`config.mk`:
```
export PLATFORM = sky130hd
export DESIGN_NAME = matmul_c_collector
export DESIGN_NICKNAME = d
export VERILOG_FILES = /design/src/rtl/matmul_pkg.sv /design/src/rtl/matmul_c_row_buffer.sv /design/src/rtl/matmul_c_collector.sv
export SDC_FILE = /design/constraint.sdc
export NUM_CORES = 2
export LEC_CHECK = 0
export CORE_ASPECT_RATIO = 2
export CORE_UTILIZATION = 50
export DETAILED_ROUTE_END_ITERATION = 7
export GPL_TIMING_DRIVEN = 0
export PLACE_DENSITY = 0.67
export SYNTH_ARGS = -nofsm -noshare
export SYNTH_HDL_FRONTEND = slang
export SYNTH_HIERARCHICAL = 1
export SYNTH_SLANG_ARGS = --single-unit
export TNS_END_PERCENT = 5
```
`constraint.sdc`:
```
create_clock -name clk -period 15.4 [get_ports clk]
set_clock_uncertainty 0.1 [all_clocks]
set_input_delay 3.08 -clock clk [delete_from_list [all_inputs] [get_ports clk]]
set_output_delay 3.08 -clock clk [all_outputs]
set_load 0.02 [all_outputs]
```
`src/rtl/matmul_pkg.sv`:
```
// Shared definitions for the matmul result-side blocks.
//   DWIDTH         element width in bits
//   MAT_MUL_SIZE   rows/columns of the systolic array
//   IDX_W          width of a row/column index
//   c_coll_state_t collector FSM states
//   c_row_t        one C-matrix row, element 0 in the LSBs
package matmul_pkg;

    localparam int unsigned DWIDTH       = 8;
    localparam int unsigned MAT_MUL_SIZE = 16;
    localparam int unsigned IDX_W        = $clog2(MAT_MUL_SIZE);

    typedef enum logic [1:0] {
        StIdle    = 2'd0,
        StCollect = 2'd1,
        StDrain   = 2'd2
    } c_coll_state_t;

    typedef logic [MAT_MUL_SIZE*DWIDTH-1:0] c_row_t;

endpackage

```
`src/rtl/matmul_c_row_buffer.sv`:
```
// Row register file for the C collector: ROWS entries of ROW_W bits, no reset.
// Ports:
//   clk        rising-edge clock
//   wr_en      write strobe, wr_data stored at wr_idx on the edge
//   wr_idx     write row index
//   wr_data    write row
//   rd_idx     combinational read row index
//   rd_data    row at rd_idx
//   rows_flat  every row, row r at [r*ROW_W +: ROW_W]; only present when
//              MATMUL_C_COLLECT_TRANSPOSE_EN is defined
module matmul_c_row_buffer
    import matmul_pkg::*;
#(
    parameter int unsigned ROWS  = MAT_MUL_SIZE,
    parameter int unsigned ROW_W = MAT_MUL_SIZE * DWIDTH
) (
    input  logic             clk,
    input  logic             wr_en,
    input  logic [IDX_W-1:0] wr_idx,
    input  logic [ROW_W-1:0] wr_data,
    input  logic [IDX_W-1:0] rd_idx,
    output logic [ROW_W-1:0] rd_data
`ifdef MATMUL_C_COLLECT_TRANSPOSE_EN
    ,
    output logic [ROWS*ROW_W-1:0] rows_flat
`endif
);

    logic [ROW_W-1:0] mem_q [ROWS];

    always_ff @(posedge clk) begin
        if (wr_en) begin
            mem_q[wr_idx] <= wr_data;
        end
    end

    assign rd_data = mem_q[rd_idx];

`ifdef MATMUL_C_COLLECT_TRANSPOSE_EN
    always_comb begin
        rows_flat = '0;
        for (int r = 0; r < ROWS; r++) begin
            rows_flat[r*ROW_W +: ROW_W] = mem_q[r];
        end
    end
`endif

endmodule

```
`src/rtl/matmul_c_collector.sv`:
```
// Result-side sink for the systolic array. Captures C rows on c_data_available,
// checks their addresses against base + k*stride, buffers up to MAT_MUL_SIZE
// rows, then drains them over a valid/ready stream and pulses collect_done.
// Build option: MATMUL_C_COLLECT_TRANSPOSE_EN drains columns instead of rows.
// Ports:
//   clk, reset            clock, synchronous active-high reset
//   start_collect         arm pulse, honoured only in IDLE
//   address_mat_c         base address of the first row
//   address_stride_c      address increment per row
//   final_mat_mul_size    rows to collect (0 or >MAT_MUL_SIZE means MAT_MUL_SIZE)
//   c_data_available      row strobe from the array
//   c_addr, c_data_out    row address and data from the array
//   out_valid/out_ready   drain handshake
//   out_data, out_idx     drained word and its row/column index
//   out_last              final drain word
//   busy                  collecting or draining
//   collect_done          one-cycle pulse after the last drain handshake
//   err_addr              sticky address mismatch
//   err_overrun           sticky strobe outside COLLECT
module matmul_c_collector
    import matmul_pkg::*;
#(
    parameter int unsigned DWIDTH            = matmul_pkg::DWIDTH,
    parameter int unsigned MAT_MUL_SIZE      = matmul_pkg::MAT_MUL_SIZE,
    parameter int unsigned AWIDTH            = 10,
    parameter int unsigned ADDR_STRIDE_WIDTH = 16
) (
    input  logic                           clk,
    input  logic                           reset,
    input  logic                           start_collect,
    input  logic [AWIDTH-1:0]              address_mat_c,
    input  logic [ADDR_STRIDE_WIDTH-1:0]   address_stride_c,
    input  logic [7:0]                     final_mat_mul_size,
    input  logic                           c_data_available,
    input  logic [AWIDTH-1:0]              c_addr,
    input  logic [MAT_MUL_SIZE*DWIDTH-1:0] c_data_out,
    output logic                           out_valid,
    input  logic                           out_ready,
    output logic [MAT_MUL_SIZE*DWIDTH-1:0] out_data,
    output logic [3:0]                     out_idx,
    output logic                           out_last,
    output logic                           busy,
    output logic                           collect_done,
    output logic                           err_addr,
    output logic                           err_overrun
);

    localparam int unsigned      ROW_W      = MAT_MUL_SIZE * DWIDTH;
    localparam int unsigned      SUM_W      = ADDR_STRIDE_WIDTH + AWIDTH;
    localparam logic [7:0]       MaxSize    = 8'(MAT_MUL_SIZE);
    localparam logic [IDX_W-1:0] LastIdxMax = IDX_W'(MAT_MUL_SIZE - 1);

    c_coll_state_t state_q, state_d;

    logic [IDX_W-1:0]             row_cnt_q, row_cnt_d;
    logic [IDX_W-1:0]             n_last_q, n_last_d;
    logic [IDX_W-1:0]             out_idx_q, out_idx_d;
    logic [AWIDTH-1:0]            exp_addr_q, exp_addr_d;
    logic [ADDR_STRIDE_WIDTH-1:0] stride_q, stride_d;
    logic                         err_addr_q, err_addr_d;
    logic                         err_overrun_q, err_overrun_d;
    logic                         out_valid_q, out_valid_d;
    logic                         out_last_q, out_last_d;
    logic                         busy_q, busy_d;
    logic                         collect_done_q, collect_done_d;
    logic [ROW_W-1:0]             out_data_q, out_data_d;

    logic             wr_en;
    logic [IDX_W-1:0] wr_idx;
    logic [IDX_W-1:0] rd_idx;
    logic [IDX_W-1:0] nxt_idx;
    logic [ROW_W-1:0] rd_data;
    logic [ROW_W-1:0] drain_word;

    logic [SUM_W-1:0]  addr_sum;
    logic [AWIDTH-1:0] exp_addr_nxt;
    logic              unused_addr_sum;

    assign wr_en   = (state_q == StCollect) && c_data_available;
    assign wr_idx  = row_cnt_q;
    assign nxt_idx = out_idx_q + 1'b1;
    // Word loaded into out_data on the coming edge: word 0 when entering DRAIN,
    // otherwise the one after the word currently presented.
    assign rd_idx  = (state_q == StDrain) ? nxt_idx : '0;

    // Address arithmetic wraps modulo 2^AWIDTH; the carry-out is dropped.
    assign addr_sum        = SUM_W'(exp_addr_q) + SUM_W'(stride_q);
    assign exp_addr_nxt    = addr_sum[AWIDTH-1:0];
    assign unused_addr_sum = ^addr_sum[SUM_W-1:AWIDTH];

`ifdef MATMUL_C_COLLECT_TRANSPOSE_EN
    logic [MAT_MUL_SIZE*ROW_W-1:0] rows_flat;
`endif

    matmul_c_row_buffer #(
        .ROWS  (MAT_MUL_SIZE),
        .ROW_W (ROW_W)
    ) u_row_buffer (
        .clk      (clk),
        .wr_en    (wr_en),
        .wr_idx   (wr_idx),
        .wr_data  (c_data_out),
        .rd_idx   (rd_idx),
        .rd_data  (rd_data)
`ifdef MATMUL_C_COLLECT_TRANSPOSE_EN
        ,
        .rows_flat(rows_flat)
`endif
    );

    // The last row is written on the same edge that loads word 0, so the
    // incoming row is forwarded in place of the not-yet-written entry.
`ifdef MATMUL_C_COLLECT_TRANSPOSE_EN
    logic [ROW_W-1:0] view_row;
    logic             unused_rd_data;

    assign unused_rd_data = ^rd_data;

    always_comb begin
        drain_word = '0;
        view_row   = '0;
        for (int r = 0; r < MAT_MUL_SIZE; r++) begin
            view_row = rows_flat[r*ROW_W +: ROW_W];
            if (wr_en && (wr_idx == IDX_W'(r))) begin
                view_row = c_data_out;
            end
            // Rows beyond N hold stale data from earlier runs; read them as 0.
            if (IDX_W'(r) <= n_last_q) begin
                drain_word[r*DWIDTH +: DWIDTH] = view_row[rd_idx*DWIDTH +: DWIDTH];
            end
        end
    end
`else
    assign drain_word = (wr_en && (wr_idx == rd_idx)) ? c_data_out : rd_data;
`endif

    always_comb begin
        state_d        = state_q;
        row_cnt_d      = row_cnt_q;
        n_last_d       = n_last_q;
        exp_addr_d     = exp_addr_q;
        stride_d       = stride_q;
        err_addr_d     = err_addr_q;
        err_overrun_d  = err_overrun_q;
        out_valid_d    = out_valid_q;
        out_data_d     = out_data_q;
        out_idx_d      = out_idx_q;
        out_last_d     = out_last_q;
        collect_done_d = 1'b0;

        unique case (state_q)
            StIdle: begin
                if (start_collect) begin
                    state_d       = StCollect;
                    row_cnt_d     = '0;
                    exp_addr_d    = address_mat_c;
                    stride_d      = address_stride_c;
                    err_addr_d    = 1'b0;
                    err_overrun_d = 1'b0;
                    if ((final_mat_mul_size == 8'd0) || (final_mat_mul_size > MaxSize)) begin
                        n_last_d = LastIdxMax;
                    end else begin
                        n_last_d = IDX_W'(final_mat_mul_size - 8'd1);
                    end
                end
                // A stray strobe wins over the clear from a coincident arm.
                if (c_data_available) begin
                    err_overrun_d = 1'b1;
                end
            end

            StCollect: begin
                if (c_data_available) begin
                    if (c_addr != exp_addr_q) begin
                        err_addr_d = 1'b1;
                    end
                    row_cnt_d  = row_cnt_q + 1'b1;
                    exp_addr_d = exp_addr_nxt;
                    if (row_cnt_q == n_last_q) begin
                        state_d     = StDrain;
                        out_valid_d = 1'b1;
                        out_idx_d   = '0;
                        out_last_d  = (n_last_q == '0);
                        out_data_d  = drain_word;
                    end
                end
            end

            StDrain: begin
                if (c_data_available) begin
                    err_overrun_d = 1'b1;
                end
                if (out_valid_q && out_ready) begin
                    if (out_last_q) begin
                        state_d        = StIdle;
                        out_valid_d    = 1'b0;
                        out_last_d     = 1'b0;
                        collect_done_d = 1'b1;
                    end else begin
                        out_idx_d  = nxt_idx;
                        out_last_d = (nxt_idx == n_last_q);
                        out_data_d = drain_word;
                    end
                end
            end

            default: begin
                state_d = StIdle;
            end
        endcase

        busy_d = (state_d != StIdle);
    end

    always_ff @(posedge clk) begin
        if (reset) begin
            state_q        <= StIdle;
            row_cnt_q      <= '0;
            n_last_q       <= '0;
            exp_addr_q     <= '0;
            stride_q       <= '0;
            err_addr_q     <= 1'b0;
            err_overrun_q  <= 1'b0;
            out_valid_q    <= 1'b0;
            out_data_q     <= '0;
            out_idx_q      <= '0;
            out_last_q     <= 1'b0;
            busy_q         <= 1'b0;
            collect_done_q <= 1'b0;
        end else begin
            state_q        <= state_d;
            row_cnt_q      <= row_cnt_d;
            n_last_q       <= n_last_d;
            exp_addr_q     <= exp_addr_d;
            stride_q       <= stride_d;
            err_addr_q     <= err_addr_d;
            err_overrun_q  <= err_overrun_d;
            out_valid_q    <= out_valid_d;
            out_data_q     <= out_data_d;
            out_idx_q      <= out_idx_d;
            out_last_q     <= out_last_d;
            busy_q         <= busy_d;
            collect_done_q <= collect_done_d;
        end
    end

    assign out_valid    = out_valid_q;
    assign out_data     = out_data_q;
    assign out_idx      = 4'(out_idx_q);
    assign out_last     = out_last_q;
    assign busy         = busy_q;
    assign collect_done = collect_done_q;
    assign err_addr     = err_addr_q;
    assign err_overrun  = err_overrun_q;

endmodule

```
# Yosys cells after proc, flatten, opt, wreduce, memory -nomap -nowiden
# Memories as Yosys holds them, arrays and structs flattened.
# Index checks and enable logic that the tools add are counted.
# classes
add_sub_neg	4
magnitude_cmp	1
eq_ne	15
mux	45
bitwise	2
n_reduce_logical	19
# ops
operator	count
$mux 128	5
$pmux 128 s2	1
$mux 4	8
$mux 10	2
$pmux 10 s2	1
$mux 1	16
$pmux 4 s2	2
$eq 4x4->1	3
$add 10x10->10	1
$mux 2	5
$ne 10x10->1	1
$ne 2x2->1 const B	5
$reduce_and 5->1	2
$add 4x1->4 const B	2
$gt 8x5->1 const B	1
$logic_not 8->1	1
$pmux 1 s2	4
$reduce_and 4->1	2
$reduce_bool 2->1	4
$ne 2x1->1 const B	3
$pmux 2 s3	1
$reduce_and 3->1	2
$logic_not 4->1	1
$sub 4x1->4 const B	1
9 further kinds	12
# totals
register_bits	168
ramBits	2048
output_inout_bits	138
word_cells	100
n_memories	1
# memory_table
name	words	word_bits	rd	rd_clocked_by_memory_dff	write_ports	line	rtl
u_row_buffer.mem_q	16	128	1	0	1	matmul_c_row_buffer.sv:29	logic [ROW_W-1:0] mem_q [ROWS];

# Longest topological paths before layout
# logic_depth
ltp_word	8
mapped_depth	13
mapped_depth_nobuf	8

# Hierarchy
# Netlist, hierarchy kept.
# by_module_without_submodules
module	n_inst	cells_each	area_each_um2	seq_area_each_um2
matmul_c_row_buffer	1	3224	76991.3	61499.0
matmul_c_collector	1	714	8326.7	3363.2

# Worst setup path after synthesis
# No wires, ideal clock.
# synth_timing
path_type	in2reg
from	in c_data_available
to	mem u_row_buffer/mem_q[0][0] in the netlist's numbering, enable pin
arrival_time_ps	12509
t_required_ps	14528
setup_slack_ps	2019
stages	4
n_path_buf	1
path_cell_list	and2_1 -> buf_2 -> or3b_2 -> nor3_1
# synth_between
elab_chain_len	3
# synth_rtl
item	line	rtl
start: declaration	matmul_c_collector.sv:34	input logic c_data_available,
$logic_and 1x1->1	matmul_c_collector.sv:79	assign wr_en = (state_q == StCollect) && c_data_available;
via wr_en	matmul_c_collector.sv:68	logic wr_en;
$mux 1	matmul_c_row_buffer.sv:32	if (wr_en) begin
$mux 1 (implied by the code)	matmul_c_row_buffer.sv:33	mem_q[wr_idx] <= wr_data;
end: declaration	matmul_c_row_buffer.sv:29	
# The timed path passes the listed nets, and every way through them passes these cells.

# Final worst setup path
# layout_timing
from	in c_data_available
to	mem u_row_buffer/mem_q[2][79] in the netlist's numbering, enable pin
# Same word-level chain as after synthesis.

==> impl_metrics.toml <==
[run_status]
status = "finished, final reports clean"

[logic_synthesis]
yosysTopAreaCell = "edfxtp_1"
synth_cells = 3938
synthTopCellsByCount = "2048 x edfxtp_1, 481 x mux4_2, 219 x a22oi_1"
synthArstFlopShare_pct = 0
synth_edf_count = 2048
synthTopCellsByArea = "edfxtp_1 72%, mux4_2 13%, dfxtp_1 3.9%"
syn_area_mm2 = 0.0853
syn_nets = 4128
yosysMostFrequentCell = "edfxtp_1"
synth_seq_cells = 2216
yosysUniqueCellTypes = 65
synth_top_cell_area_share_pct = 72.1
seq_area_frac_synth_pct = 76.0
synth-main-ff-cell = "edfxtp_1"
avgSynthCellArea_um2 = 21.7
ys_warn_count = 6

[pwr]
p_int_mw = 9.49
finalPower_mw = 11.9
p_sw_share_pct = 20.5
p_comb_share_pct = 4.0
p_seq_share_pct = 55.5
switchingPower_mw = 2.44
peakVddDrop_mv = 0.0872
clkPwrFrac_pct = 40.4
p_per_area_mw_per_mm2 = 119
p_leak_nw = 31.7

[timing]
finalSetupViolations = 0
fin_ws_ps = 9440
whs_ps = 372
fmaxAchievable_ghz = 0.168
slew_viol_final = 0
rsz0062_at_grt = "no"
period_share_pct = 38.7
layout_min_cycle_time_ps = 5960
setup_tns_ps = 0
maxSlewHeadroom_pct = 14.0
finalHoldViolations = 0
worst_pin_slew_ps = 1290

[layout]
final_cells = 7009
drive_above_1_share_pct = 25.9
nFillCells = 12200
seq_area_mm2 = 0.0649
area_delta_synth_final_pct = 17.3
finalInstanceArea_mm2 = 0.100
fin_util_pct = 58.9
multi_input_area_mm2 = 0.0191
final_nets = 4775

[routing]
drt-wirelength-per-cell_um = 32.0
routed_wirelength_mm = 224
postRouteAntennaNets = 0
dr.pass1.iters = 6
dr.first_iter.drc_count = 4814
highest-signal-layer = "met5"
wl_met3_mm = 15.9
vias = 43400
wirelength_met1_mm = 82.4
route.detailed.drc = 0
vias_per_cell = 6.19
dr_wl_met2_mm = 117

[clock_tree]
cts_buffers = 189
clkTransAtPathRegs_ps = 70
cts_tree = "built"
hold_buffers = 0
clock_sinks = 2216
cts_resized = 0
worstSkewPairLatency_ps = 830
clockBufferDepth = 4
htreeDepth = 4
post_cts_buffers = 0
cts-root-buf = "clkbuf_16"

[worst_setup_path]
arrival_ps = 6340
path_common_cell = "buf_12"
cp_max_fo = 23
rr_endpoint = "out_data[86]"
end_kind = "flip-flop"
slowest_delay_ps = 620
cp.depth = 9
path_cells = "clkdlybuf4s50_1 -> and2_1 -> buf_2 -> or3b_2 -> nor2_4 -> buf_12 -> buf_12 -> buf_16 -> buf_12"
crit_path_start = "c_data_available"
reg2reg_slack_ps = 10770
critical_path_buf_inv_count = 6
r2r_cells = 10
start_kind = "primary input"
path_delay_family = "buffers and inverters"
critical-path-slowest-cell = "clkdlybuf4s50_1"
worstPathRequired_ps = 15790
critPathKind = "in2reg"
worstReg2RegStart = "out_idx[0]"

[place]
place_ws_ps = 8690
place.gp.congestion = 0.821
place_area_mm2 = 0.0939
place_inst = 6662
portBuffers = 307
dpl.hpwl_mm = 151

[global_routing]
grt_max_degree = 25
grt_overflow = 0
grtUsageTotal_pct = 26.1
grt_first_pass_wirelength_mm = 318
antenna_found_initial = 21
grt_pass1_vias = 44400

[hold_path]
whs_path_depth = 1
min_to = "out_data[95]"
hp-start = "out_data[95]"
hp-class = "reg2reg"

[run]
drv_cap = 0

[die]
design.core.area_mm2 = 0.170
num_io_pins = 315
chipHeight_um = 586
dieArea_mm2 = 0.172
num_rows = 214
start_util_pct = 50.3
die_w_um = 294
-- final cells by class --
cell class / instances / share of cell area, %
Sequential cell: 2216 / 64.8
Multi-Input combinational cell: 1487 / 19.1
Timing Repair Buffer: 456 / 5.60
Clock buffer: 235 / 5.09
Tap cell: 2268 / 2.84
Buffer: 230 / 1.41
Clock inverter: 109 / 1.08
Inverter: 5 / 0.0188
Antenna cell: 3 / 0.00750
-- routing by layer --
| metal | track usage (%) | vias up |
|---|---|---|
| met5 | 0 | - |
| met1 | 32.7 | 23200 |
| met3 | 3.86 | 409 |
| li1 | - | 17900 |
| met2 | 46.3 | 1872 |
| met4 | 8.90 | 30 |
-- worst max path at each step --
| stage | slack, ps | to |
|---|---|---|
| global route | 9410 | u_row_buffer/mem_q[2][79] |
| CTS | 9520 | u_row_buffer/mem_q[2][75] |
| global placement | -10690 | u_row_buffer/mem_q[0][75] |
| floorplan | 2020 | u_row_buffer/mem_q[0][0] |
| detailed placement | 8690 | u_row_buffer/mem_q[2][79] |
| finish | 9440 | u_row_buffer/mem_q[2][79] |
-- registers in the layout (all words and copies together) (netlist names) --
signal	flops
u_row_buffer/mem_q	2048
out_data	128
exp_addr_q	10
stride_q	10
n_last_q	4
out_idx	4
row_cnt_q	4
state_q	2
busy	1
collect_done	1
err_addr	1
err_overrun	1
out_last	1
out_valid	1
-- layout by cell type (no fill, tap or decap), types with 20 or more instances in the layout --
| cell | instances |
|---|---|
| clkdlybuf4s50_1 | 307 |
| bufinv_16 | 20 |
| mux4_2 | 481 |
| a21oi_1 | 26 |
| o2bb2ai_2 | 100 |
| o21ai_0 | 23 |
| nand2_1 | 140 |
| clkinv_1 | 33 |
| clkbuf_16 | 193 |
| o221ai_1 | 20 |
| buf_16 | 20 |
| buf_2 | 63 |
| mux2_2 | 55 |
| edfxtp_1 | 2048 |
| buf_1 | 20 |
| mux2i_1 | 156 |
| buf_4 | 32 |
| dfxtp_1 | 168 |
| a22oi_1 | 219 |
| buf_12 | 57 |
| clkbuf_1 | 106 |
| nor2b_1 | 31 |
| nor2_1 | 28 |
| buf_6 | 95 |
| o2bb2ai_1 | 28 |
| clkinv_2 | 33 |
-- power groups by stage --
stage | Clock [mW] | Sequential, mW | Combinational, mW
4_1_cts | 4.90 | 6.62 | 0.486
2_1_floorplan | 0 | 6.77 | 0.225
6_report | 4.82 | 6.62 | 0.481
3_3_place_gp | 0 | 6.77 | 0.462
3_5_place_dp | 0 | 6.76 | 0.484
5_1_grt | 5.09 | 6.62 | 0.512
-- kinds of logic after synthesis --
| group | share of synthesized area [%] |
|---|---|
| simple gates | 1.57 |
| mux | 15.3 |
| buf+inv | 1.68 |
| flops | 76.0 |
| xor+xnor | 0.287 |
| compound gates | 4.99 |
| fa+ha+maj | 0.199 |
(Power assumes the default switching activity.)
